## src/rtl/mips_pkg.sv

```systemverilog
// Shared hazard-unit types: forwarding select codes, FSM state encoding and small helpers.
package mips_pkg;

    localparam logic [1:0] FWD_RF  = 2'b00;
    localparam logic [1:0] FWD_WB  = 2'b01;
    localparam logic [1:0] FWD_MEM = 2'b10;

    typedef enum logic [1:0] {
        RUN  = 2'b00,
        WAIT = 2'b01,
        HALT = 2'b10
    } hz_state_t;

    // True when a nonzero destination register feeds the given source register.
    function automatic logic reg_match(input logic [4:0] dst, input logic [4:0] src);
        return (dst != 5'd0) && (dst == src);
    endfunction

    function automatic logic [31:0] sat_inc(input logic [31:0] val);
        return (val == 32'hFFFF_FFFF) ? val : (val + 32'd1);
    endfunction

endpackage

```

## src/rtl/hazard_fwd_sel.sv

```systemverilog
// EX operand forwarding select for one source register; MEM result beats WB result.
module hazard_fwd_sel
    import mips_pkg::*;
(
    input  logic [4:0] rs_i,
    input  logic       reg_write_m_i,
    input  logic [4:0] write_reg_m_i,
    input  logic       reg_write_w_i,
    input  logic [4:0] write_reg_w_i,
    output logic [1:0] fwd_o
);

    // Select the youngest in-flight producer of rs_i; r0 is never forwarded.
    always_comb begin
        fwd_o = FWD_RF;
        if (reg_write_m_i && reg_match(write_reg_m_i, rs_i)) begin
            fwd_o = FWD_MEM;
        end else if (reg_write_w_i && reg_match(write_reg_w_i, rs_i)) begin
            fwd_o = FWD_WB;
        end else begin
            fwd_o = FWD_RF;
        end
    end

endmodule

```

## src/rtl/hazard_unit.sv

```systemverilog
// 5-stage MIPS hazard controller: stalls, flushes, forwarding and data-memory wait/timeout FSM.
// Optional saturating performance counters are built when HAZARD_PERF_EN is defined.
module hazard_unit
    import mips_pkg::*;
#(
    parameter int MEM_TIMEOUT = 64
) (
    input  logic       clk,
    input  logic       clr,
    input  logic [4:0] Ra_D,
    input  logic [4:0] Rb_D,
    input  logic       Branch_D,
    input  logic       BranchTaken_D,
    input  logic [4:0] Ra_E,
    input  logic [4:0] Rb_E,
    input  logic [4:0] WriteReg_E,
    input  logic       RegWrite_E,
    input  logic       MemRead_E,
    input  logic [4:0] WriteReg_M,
    input  logic       RegWrite_M,
    input  logic       MemRead_M,
    input  logic       MemWrite_M,
    input  logic [4:0] WriteReg_W,
    input  logic       RegWrite_W,
    input  logic       mem_ready,
    output logic       stall_F,
    output logic       stall_D,
    output logic       stall_E,
    output logic       stall_M,
    output logic       clr_D,
    output logic       clr_E,
    output logic [1:0] fwdA_E,
    output logic [1:0] fwdB_E,
    output logic       mem_err
`ifdef HAZARD_PERF_EN
    ,
    output logic [31:0] perf_stall,
    output logic [31:0] perf_flush,
    output logic [31:0] perf_wait
`endif
);

    localparam int CW = $clog2(MEM_TIMEOUT + 1);

    hz_state_t       state_q, state_d;
    logic [CW-1:0]   wcnt_q, wcnt_d;
    logic            mem_err_q, mem_err_d;
    logic            mw_s, lu_s, bh_s;
    logic [1:0]      fwd_a_s, fwd_b_s;

    hazard_fwd_sel u_fwd_a (
        .rs_i          (Ra_E),
        .reg_write_m_i (RegWrite_M),
        .write_reg_m_i (WriteReg_M),
        .reg_write_w_i (RegWrite_W),
        .write_reg_w_i (WriteReg_W),
        .fwd_o         (fwd_a_s)
    );

    hazard_fwd_sel u_fwd_b (
        .rs_i          (Rb_E),
        .reg_write_m_i (RegWrite_M),
        .write_reg_m_i (WriteReg_M),
        .reg_write_w_i (RegWrite_W),
        .write_reg_w_i (WriteReg_W),
        .fwd_o         (fwd_b_s)
    );

    assign mw_s = (MemRead_M || MemWrite_M) && !mem_ready;
    assign lu_s = MemRead_E && (reg_match(WriteReg_E, Ra_D) || reg_match(WriteReg_E, Rb_D));
    // A branch resolving in ID needs its operands now; EX results and MEM loads are not yet forwardable.
    assign bh_s = Branch_D &&
                  ((RegWrite_E && (reg_match(WriteReg_E, Ra_D) || reg_match(WriteReg_E, Rb_D))) ||
                   (MemRead_M  && (reg_match(WriteReg_M, Ra_D) || reg_match(WriteReg_M, Rb_D))));

    // Wait/timeout state, cycle counter and sticky error flag.
    always_ff @(posedge clk) begin
        if (clr) begin
            state_q   <= RUN;
            wcnt_q    <= '0;
            mem_err_q <= 1'b0;
        end else begin
            state_q   <= state_d;
            wcnt_q    <= wcnt_d;
            mem_err_q <= mem_err_d;
        end
    end

    // Next-state logic; wcnt holds the number of wait cycles already elapsed.
    always_comb begin
        state_d   = state_q;
        wcnt_d    = wcnt_q;
        mem_err_d = mem_err_q;
        case (state_q)
            RUN: begin
                if (mw_s) begin
                    state_d = WAIT;
                    wcnt_d  = CW'(1);
                end else begin
                    state_d = RUN;
                end
            end
            WAIT: begin
                if (!mw_s) begin
                    state_d = RUN;
                    wcnt_d  = '0;
                end else if (wcnt_q == CW'(MEM_TIMEOUT)) begin
                    state_d   = HALT;
                    mem_err_d = 1'b1;
                end else begin
                    wcnt_d = wcnt_q + CW'(1);
                end
            end
            HALT: begin
                state_d = HALT;
            end
            default: begin
                state_d = RUN;
                wcnt_d  = '0;
            end
        endcase
    end

    // Prioritised stall/flush controls; forwarding stays live through stalls.
    always_comb begin
        stall_F = 1'b0;
        stall_D = 1'b0;
        stall_E = 1'b0;
        stall_M = 1'b0;
        clr_D   = 1'b0;
        clr_E   = 1'b0;
        fwdA_E  = fwd_a_s;
        fwdB_E  = fwd_b_s;
        if (clr) begin
            clr_D  = 1'b1;
            clr_E  = 1'b1;
            fwdA_E = FWD_RF;
            fwdB_E = FWD_RF;
        end else if ((state_q == HALT) || mw_s) begin
            {stall_F, stall_D, stall_E, stall_M} = 4'b1111;
        end else if (lu_s || bh_s) begin
            stall_F = 1'b1;
            stall_D = 1'b1;
            clr_E   = 1'b1;
        end else if (Branch_D && BranchTaken_D) begin
            clr_D = 1'b1;
        end else begin
            clr_D = 1'b0;
        end
    end

    assign mem_err = mem_err_q;

`ifdef HAZARD_PERF_EN
    logic [31:0] perf_stall_q, perf_flush_q, perf_wait_q;
    logic        stall_ev_s, flush_ev_s, wait_ev_s;

    // Only the load-use/branch-hazard bubble raises stall_F together with clr_E.
    assign stall_ev_s = stall_F && clr_E;
    assign flush_ev_s = clr_D && !clr_E;
    assign wait_ev_s  = !clr && (state_q != HALT) && mw_s;

    // Saturating event counters, frozen while halted.
    always_ff @(posedge clk) begin
        if (clr) begin
            perf_stall_q <= 32'd0;
            perf_flush_q <= 32'd0;
            perf_wait_q  <= 32'd0;
        end else if (state_q != HALT) begin
            perf_stall_q <= stall_ev_s ? sat_inc(perf_stall_q) : perf_stall_q;
            perf_flush_q <= flush_ev_s ? sat_inc(perf_flush_q) : perf_flush_q;
            perf_wait_q  <= wait_ev_s  ? sat_inc(perf_wait_q)  : perf_wait_q;
        end else begin
            perf_stall_q <= perf_stall_q;
            perf_flush_q <= perf_flush_q;
            perf_wait_q  <= perf_wait_q;
        end
    end

    assign perf_stall = perf_stall_q;
    assign perf_flush = perf_flush_q;
    assign perf_wait  = perf_wait_q;
`endif

endmodule

```

## config.mk

```make
export PLATFORM = sky130hd
export DESIGN_NAME = hazard_unit
export DESIGN_NICKNAME = d
export VERILOG_FILES = /design/src/rtl/mips_pkg.sv /design/src/rtl/hazard_fwd_sel.sv /design/src/rtl/hazard_unit.sv
export SDC_FILE = /design/constraint.sdc
export NUM_CORES = 1
export LEC_CHECK = 0
export BUFFER_PORTS_ARGS = -buffer_cell sky130_fd_sc_hd__buf_2
export CAP_MARGIN = 20
export CORE_MARGIN = 2
export CORE_UTILIZATION = 27
export CTS_CLUSTER_SIZE = 10
export DETAILED_ROUTE_END_ITERATION = 16
export GPL_TIMING_DRIVEN = 0
export PLACE_DENSITY = 0.62
export SLEW_MARGIN = 20
export SYNTH_ARGS = -nofsm -noshare
export SYNTH_HDL_FRONTEND = slang
export SYNTH_SLANG_ARGS = --single-unit
export TNS_END_PERCENT = 5
```

## constraint.sdc

```tcl
create_clock -name clk -period 2.45 [get_ports clk]
set_input_delay 0.3675 -clock clk [delete_from_list [all_inputs] [get_ports clk]]
set_output_delay 0.3675 -clock clk [all_outputs]
set_load 0.02 [all_outputs]
```

== Yosys cells after proc, flatten, opt, wreduce, memory -nomap -nowiden ==
Cells that the tools add are included.

* Equal/unequal tests: 14
* $add $sub $neg: 1
* Bitwise operators: 1
* Multiply operators: 0
* Muxes and demuxes: 25
* Shift-type cells: 0
* Reductions and logical operators: 31
* Magnitude comparators: 0
* Divide/modulo/power cells: 0

{| class="wikitable"
|+ Operators with widths
! operator !! number
|-
| $eq A5 B5 Y1 || 8
|-
| $mux W7 || 3
|-
| $pmux W7 S3 || 1
|-
| $logic_and A1 B1 Y1 || 18
|-
| $reduce_bool A5 Y1 || 3
|-
| $mux W1 || 14
|-
| $mux W2 || 6
|-
| $add A7 B1 Y7 const B || 1
|-
| $eq A7 B7 Y1 const B || 1
|-
| $logic_or A1 B1 Y1 || 6
|-
| $ne A3 B3 Y1 const B || 2
|-
| $pmux W2 S3 || 1
|-
| $reduce_and A3 Y1 || 2
|-
| $eq A2 B1 Y1 const B || 1
|-
| $eq A2 B2 Y1 const B || 1
|-
| $logic_not A2 Y1 || 1
|-
| $ne A2 B2 Y1 const B || 1
|-
| $logic_not A1 Y1 || 1
|-
| $not A1 Y1 || 1
|}

* Bits in writable memories: 0
* ROM bits: 0
* Flip-flop bits (word level): 10
* Latch bits: 0
* Memories: 0
* Output and inout bits: 11
* Logic and storage cells: 75

== Longest topological paths before layout ==
* Word-level depth: 10
* Gate-level depth with buffers: 7
* Mapped depth without buffers: 6

== Cells and area by module ==
From an unflattened synthesis, not the netlist that was laid out.

* Cells, all modules: 152
* Area, all modules: 1166.1 µm²

{| class="wikitable"
|+ Modules (own cells, without submodules)
! module !! cells an instance !! times used !! area an instance (µm²) !! sequential area each (µm²)
|-
| hazard_unit || 112 || 1 || 863.3 || 200.2
|-
| hazard_fwd_sel || 20 || 2 || 151.4 || 0.0
|}

== Least setup slack after synthesis ==
Ideal clock, no wire load.

* Path type: input -> output
* Start: input WriteReg_M[2]
* End: output fwdA_E[0]
* Path buffers: 1
* Stages on the path: 5
* Data arrival time: 1.793 ns
* Path slack: 0.289 ns
* Cells stage by stage: buf_2 -> or4_4 -> o21ai_2 -> nor3_1 -> nor3_1

* Word-level cells in the longest chain between the ends: 5
* Elaborated cells on any way between the ends: 6

{| class="wikitable"
|+ Ends and longest elaborated chain
! what !! line !! RTL
|-
| start, declared || hazard_unit.sv:19 || <nowiki>input logic [4:0] WriteReg_M,</nowiki>
|-
| $eq A5 B5 Y1 or $reduce_bool A5 Y1 (tied branches) || mips_pkg.sv:16 || <nowiki>return (dst != 5'd0) && (dst == src);</nowiki>
|-
| $logic_and A1 B1 Y1 (*) || mips_pkg.sv:16 ||
|-
| $logic_and A1 B1 Y1 (*) || hazard_fwd_sel.sv:16 || <nowiki>if (reg_write_m_i && reg_match(write_reg_m_i, rs_i)) begin</nowiki>
|-
| $mux W2 (*) || hazard_fwd_sel.sv:16 ||
|-
| $mux W2 (*) || hazard_unit.sv:134 || <nowiki>if (clr) begin</nowiki>
|-
| end, declared || hazard_unit.sv:32 || <nowiki>output logic [1:0] fwdA_E,</nowiki>
|}

Every way passes the cells marked *; elsewhere a longest branch is shown, timed or not.

== Final worst setup path ==
* Start: input WriteReg_M[2]
* End: output stall_F

* Word-level cells in the longest chain between the ends: 10
* Elaborated cells on any way between the ends: 13

{| class="wikitable"
|+ Ends and longest elaborated chain
! what !! line !! RTL
|-
| $eq A5 B5 Y1 or $reduce_bool A5 Y1 (tied branches) || mips_pkg.sv:16 ||
|-
| $logic_and A1 B1 Y1 || mips_pkg.sv:16 ||
|-
| $logic_or A1 B1 Y1 (*) || hazard_unit.sv:74 || <nowiki>(MemRead_M && (reg_match(WriteReg_M, Ra_D) || reg_match(WriteReg_M, Rb_D))));</nowiki>
|-
| $logic_and A1 B1 Y1 (*) || hazard_unit.sv:74 ||
|-
| $logic_or A1 B1 Y1 (*) || hazard_unit.sv:73 || <nowiki>((RegWrite_E && (reg_match(WriteReg_E, Ra_D) || reg_match(WriteReg_E, Rb_D))) ||</nowiki>
|-
| $logic_and A1 B1 Y1 (*) || hazard_unit.sv:72 || <nowiki>assign bh_s = Branch_D &&</nowiki>
|-
| $logic_or A1 B1 Y1 (*) || hazard_unit.sv:141 || <nowiki>end else if (lu_s || bh_s) begin</nowiki>
|-
| $mux W1 (*) || hazard_unit.sv:141 ||
|-
| $mux W1 (*) || hazard_unit.sv:139 || <nowiki>end else if ((state_q == HALT) || mw_s) begin</nowiki>
|-
| $mux W1 (*) || hazard_unit.sv:134 ||
|-
| end, declared || hazard_unit.sv:26 || <nowiki>output logic stall_F,</nowiki>
|}

Marks and branches as above.

==> out/summary.txt <==
Status: complete, no violations
Fin crit share: 89.8%
Initial Util: 28.2%
Mapped Area: 1140 sq um
Max Cap Viol: 0
Worst flop-to-flop path endpoint: wcnt_q[3]$_SDFFE_PP0P_
CP Max Fanout: 5
Worst Skew: 1.22 ps
Async S/R FF share, synth: 0%
Mean area per synthesized cell: 7.78 sq um
Routed len/inst: 11.1 um
Io pins: 57
Fraction of layout cells with a size suffix above 1: 32.3%
WS Path Type: input pin to output pin
Post-synth top area share: 19.3%
Most common flop cell mapped by yosys: dfxtp_1
M3 GR Usage: 1.30%
Num CTS Buffers: 3
Fin nets: 250
Post-CTS Hold Fix Bufs: 0
Vias per cell: 4.63
Hold Path Class: input pin to flop
R2r startpoint: wcnt_q[2]$_SDFFE_PP0P_
Die area: 4740 sq um
Vias: 1163
Worst EP required: 2080 ps
Placed cells: 247
Clock-pin slew on the worst setup and hold paths: 50 ps
Syn_nets: 194
Synth top area cells: xnor2_1, dfxtp_1, xor2_1
Post-synth EDFFs: 0
Sum Neg Setup Slack: 0 ps
Gr usage total: 13.1%
RSZ-0062 raised after global routing: false
CTS tree: yes
Slew @ Worst Pin: 451 ps
Hold Fails Final Rpt: 0
Worst skew pair latency: 230 ps
GRT overflow: 0
CP endpoint kind: output pin
Yosys warnings: 0
Die X: 68.9 um
GR Layer Usage met2: 22.5%
Worst setup path end: stall_F
Longest Clk Path Bufs: 2
Most common cell after layout, fill and taps aside: buf_2
H-tree depth: 1
Vias in the first global route: 1155
Drt pass-1 iters: 4
Detailed Route Iter0 Violations: 74
Synth Instances: 146
Minimum clock period: 2200 ps
Post-synthesis cell type count: 38
Post-CTS Setup Bufs: 0
Core ar.: 4030 sq um
Sequential area share after synthesis: 17.6%
IR drop worst, VDD: 0.136 mV
Port Buffer Count: 51
Clock Root Buffer: clkbuf_8
Detailed Place HPWL: 2390 um
Die H: 68.9 um
Routability Congestion: 0.838
R2r worst-path depth: 5
Met1 usage: 16.8%
Slew Limit Fails: 0
Highest-count cells in the layout ignoring fill and taps: buf_2, xnor2_1, xor2_1
Antenna violations before repair: 0
P&R area growth vs syn: 32.8%
Crit start category: input pin
First-pass GRT wire length: 4780 um
Lkg Pwr: 0.000644 uW
Clk sinks: 10
#FFs+latches synth: 10
N_diodes: 0
R2R Setup Slk: 810 ps
CP arrival: 1830 ps
Critical path origin: WriteReg_M[2]
Yosys top cell by area: xnor2_1
Row count: 23
Number of nets still failing antenna checks after routing: 0
Post-Layout Cell Count: 251
Final WL: 2800 um
GR peak layer: met2
Largest net degree at the start of global routing: 11
Final Util: 37.5%
Final setup fails: 0
CTS resizes: 0
Fmax: 454 MHz
Slew HR: 69.9%
Pwr dens: 378 nW/um^2
# DRC: 0
## worst max-delay path, cell delays in order
cell	delay [ps]
buf_2	150
or4_4	550
o211ai_2	170
a2bb2oi_2	200
a21oi_1	100
buf_4	150
buf_2	140
## through the flow
stage | area [sq um] | setup WS (ps) | hold slack [ps] | power [uW]
after floorplan | 1140 | 289 | 439 | 298
after global placement | 1450 | 253 | 436 | 371
after detailed placement | 1450 | 257 | 438 | 372
after CTS | 1510 | 251 | 347 | 580
after global routing | 1510 | 200 | 353 | 612
final | 1510 | 249 | 343 | 571
## kinds of logic (layout without fill, tap and decap cells)
family | after synthesis | count (layout) | synth area share, %
and+or+nand+nor | 51 | 51 | 22.7
xor gates and xnor gates | 46 | 46 | 35.5
DFF | 10 | 10 | 17.6
AOI/OAI and AO/OA | 23 | 23 | 15.2
buffers and inverters | 13 | 68 | 5.95
adders and majority gates | 2 | 2 | 2.20
muxes | 1 | 1 | 0.881
## worst min path at each step
stage,from,endpoint,slack (ps),cells past startpoint
floorplan,clr,wcnt_q[6]$_SDFFE_PP0P_,440,1
detailed placement,mem_err$_SDFFE_PP0P_,mem_err$_SDFFE_PP0P_,440,2
global placement,mem_err$_SDFFE_PP0P_,mem_err$_SDFFE_PP0P_,440,2
global route,clr,wcnt_q[6]$_SDFFE_PP0P_,350,2
CTS,clr,wcnt_q[6]$_SDFFE_PP0P_,350,2
finish,clr,wcnt_q[6]$_SDFFE_PP0P_,340,2
## cell type report
type / instances / area, sq um
Timing Repair Buffer: 51 / 255
Sequential cell: 10 / 200
Inverter: 4 / 15.0
Buffer: 9 / 52.6
Clock buffer: 4 / 55.1
Multi-Input combinational cell: 123 / 868
Fill cell: 442 / 2520
Tap cell: 50 / 62.6
## sequential cells by signal, indices dropped and copies added, names as in the netlist
name	count
wcnt_q	7
state_q	2
mem_err	1
## per-layer routing
metal  wire (um)  vias up
met2        1340       28
met4          20        0
met3         105        2
met1        1340      521
li1            -      612
met5           0        -
## cell usage after synthesis, types with 2 or more instances
master / n
nor4_1: 3
nand2_1: 6
or2_1: 2
o211ai_1: 2
xnor2_1: 25
buf_2: 3
nor2b_1: 2
buf_4: 2
inv_1: 4
and3_1: 2
ha_1: 2
nor2_1: 13
o21bai_1: 3
a21oi_1: 5
dfxtp_1: 10
o2111ai_1: 2
nor3_1: 9
nand3_1: 8
clkbuf_1: 3
o22ai_1: 2
xor2_1: 21
## report_power, final
group / internal (uW) / switching [uW] / leakage [uW]
combinational: 95.8 / 103 / 0.000534
sequential: 167 / 3.41 / 0.0000811
clock: 141 / 61.2 / 0.0000288
Note: power is estimated with default switching activity, not from simulation.
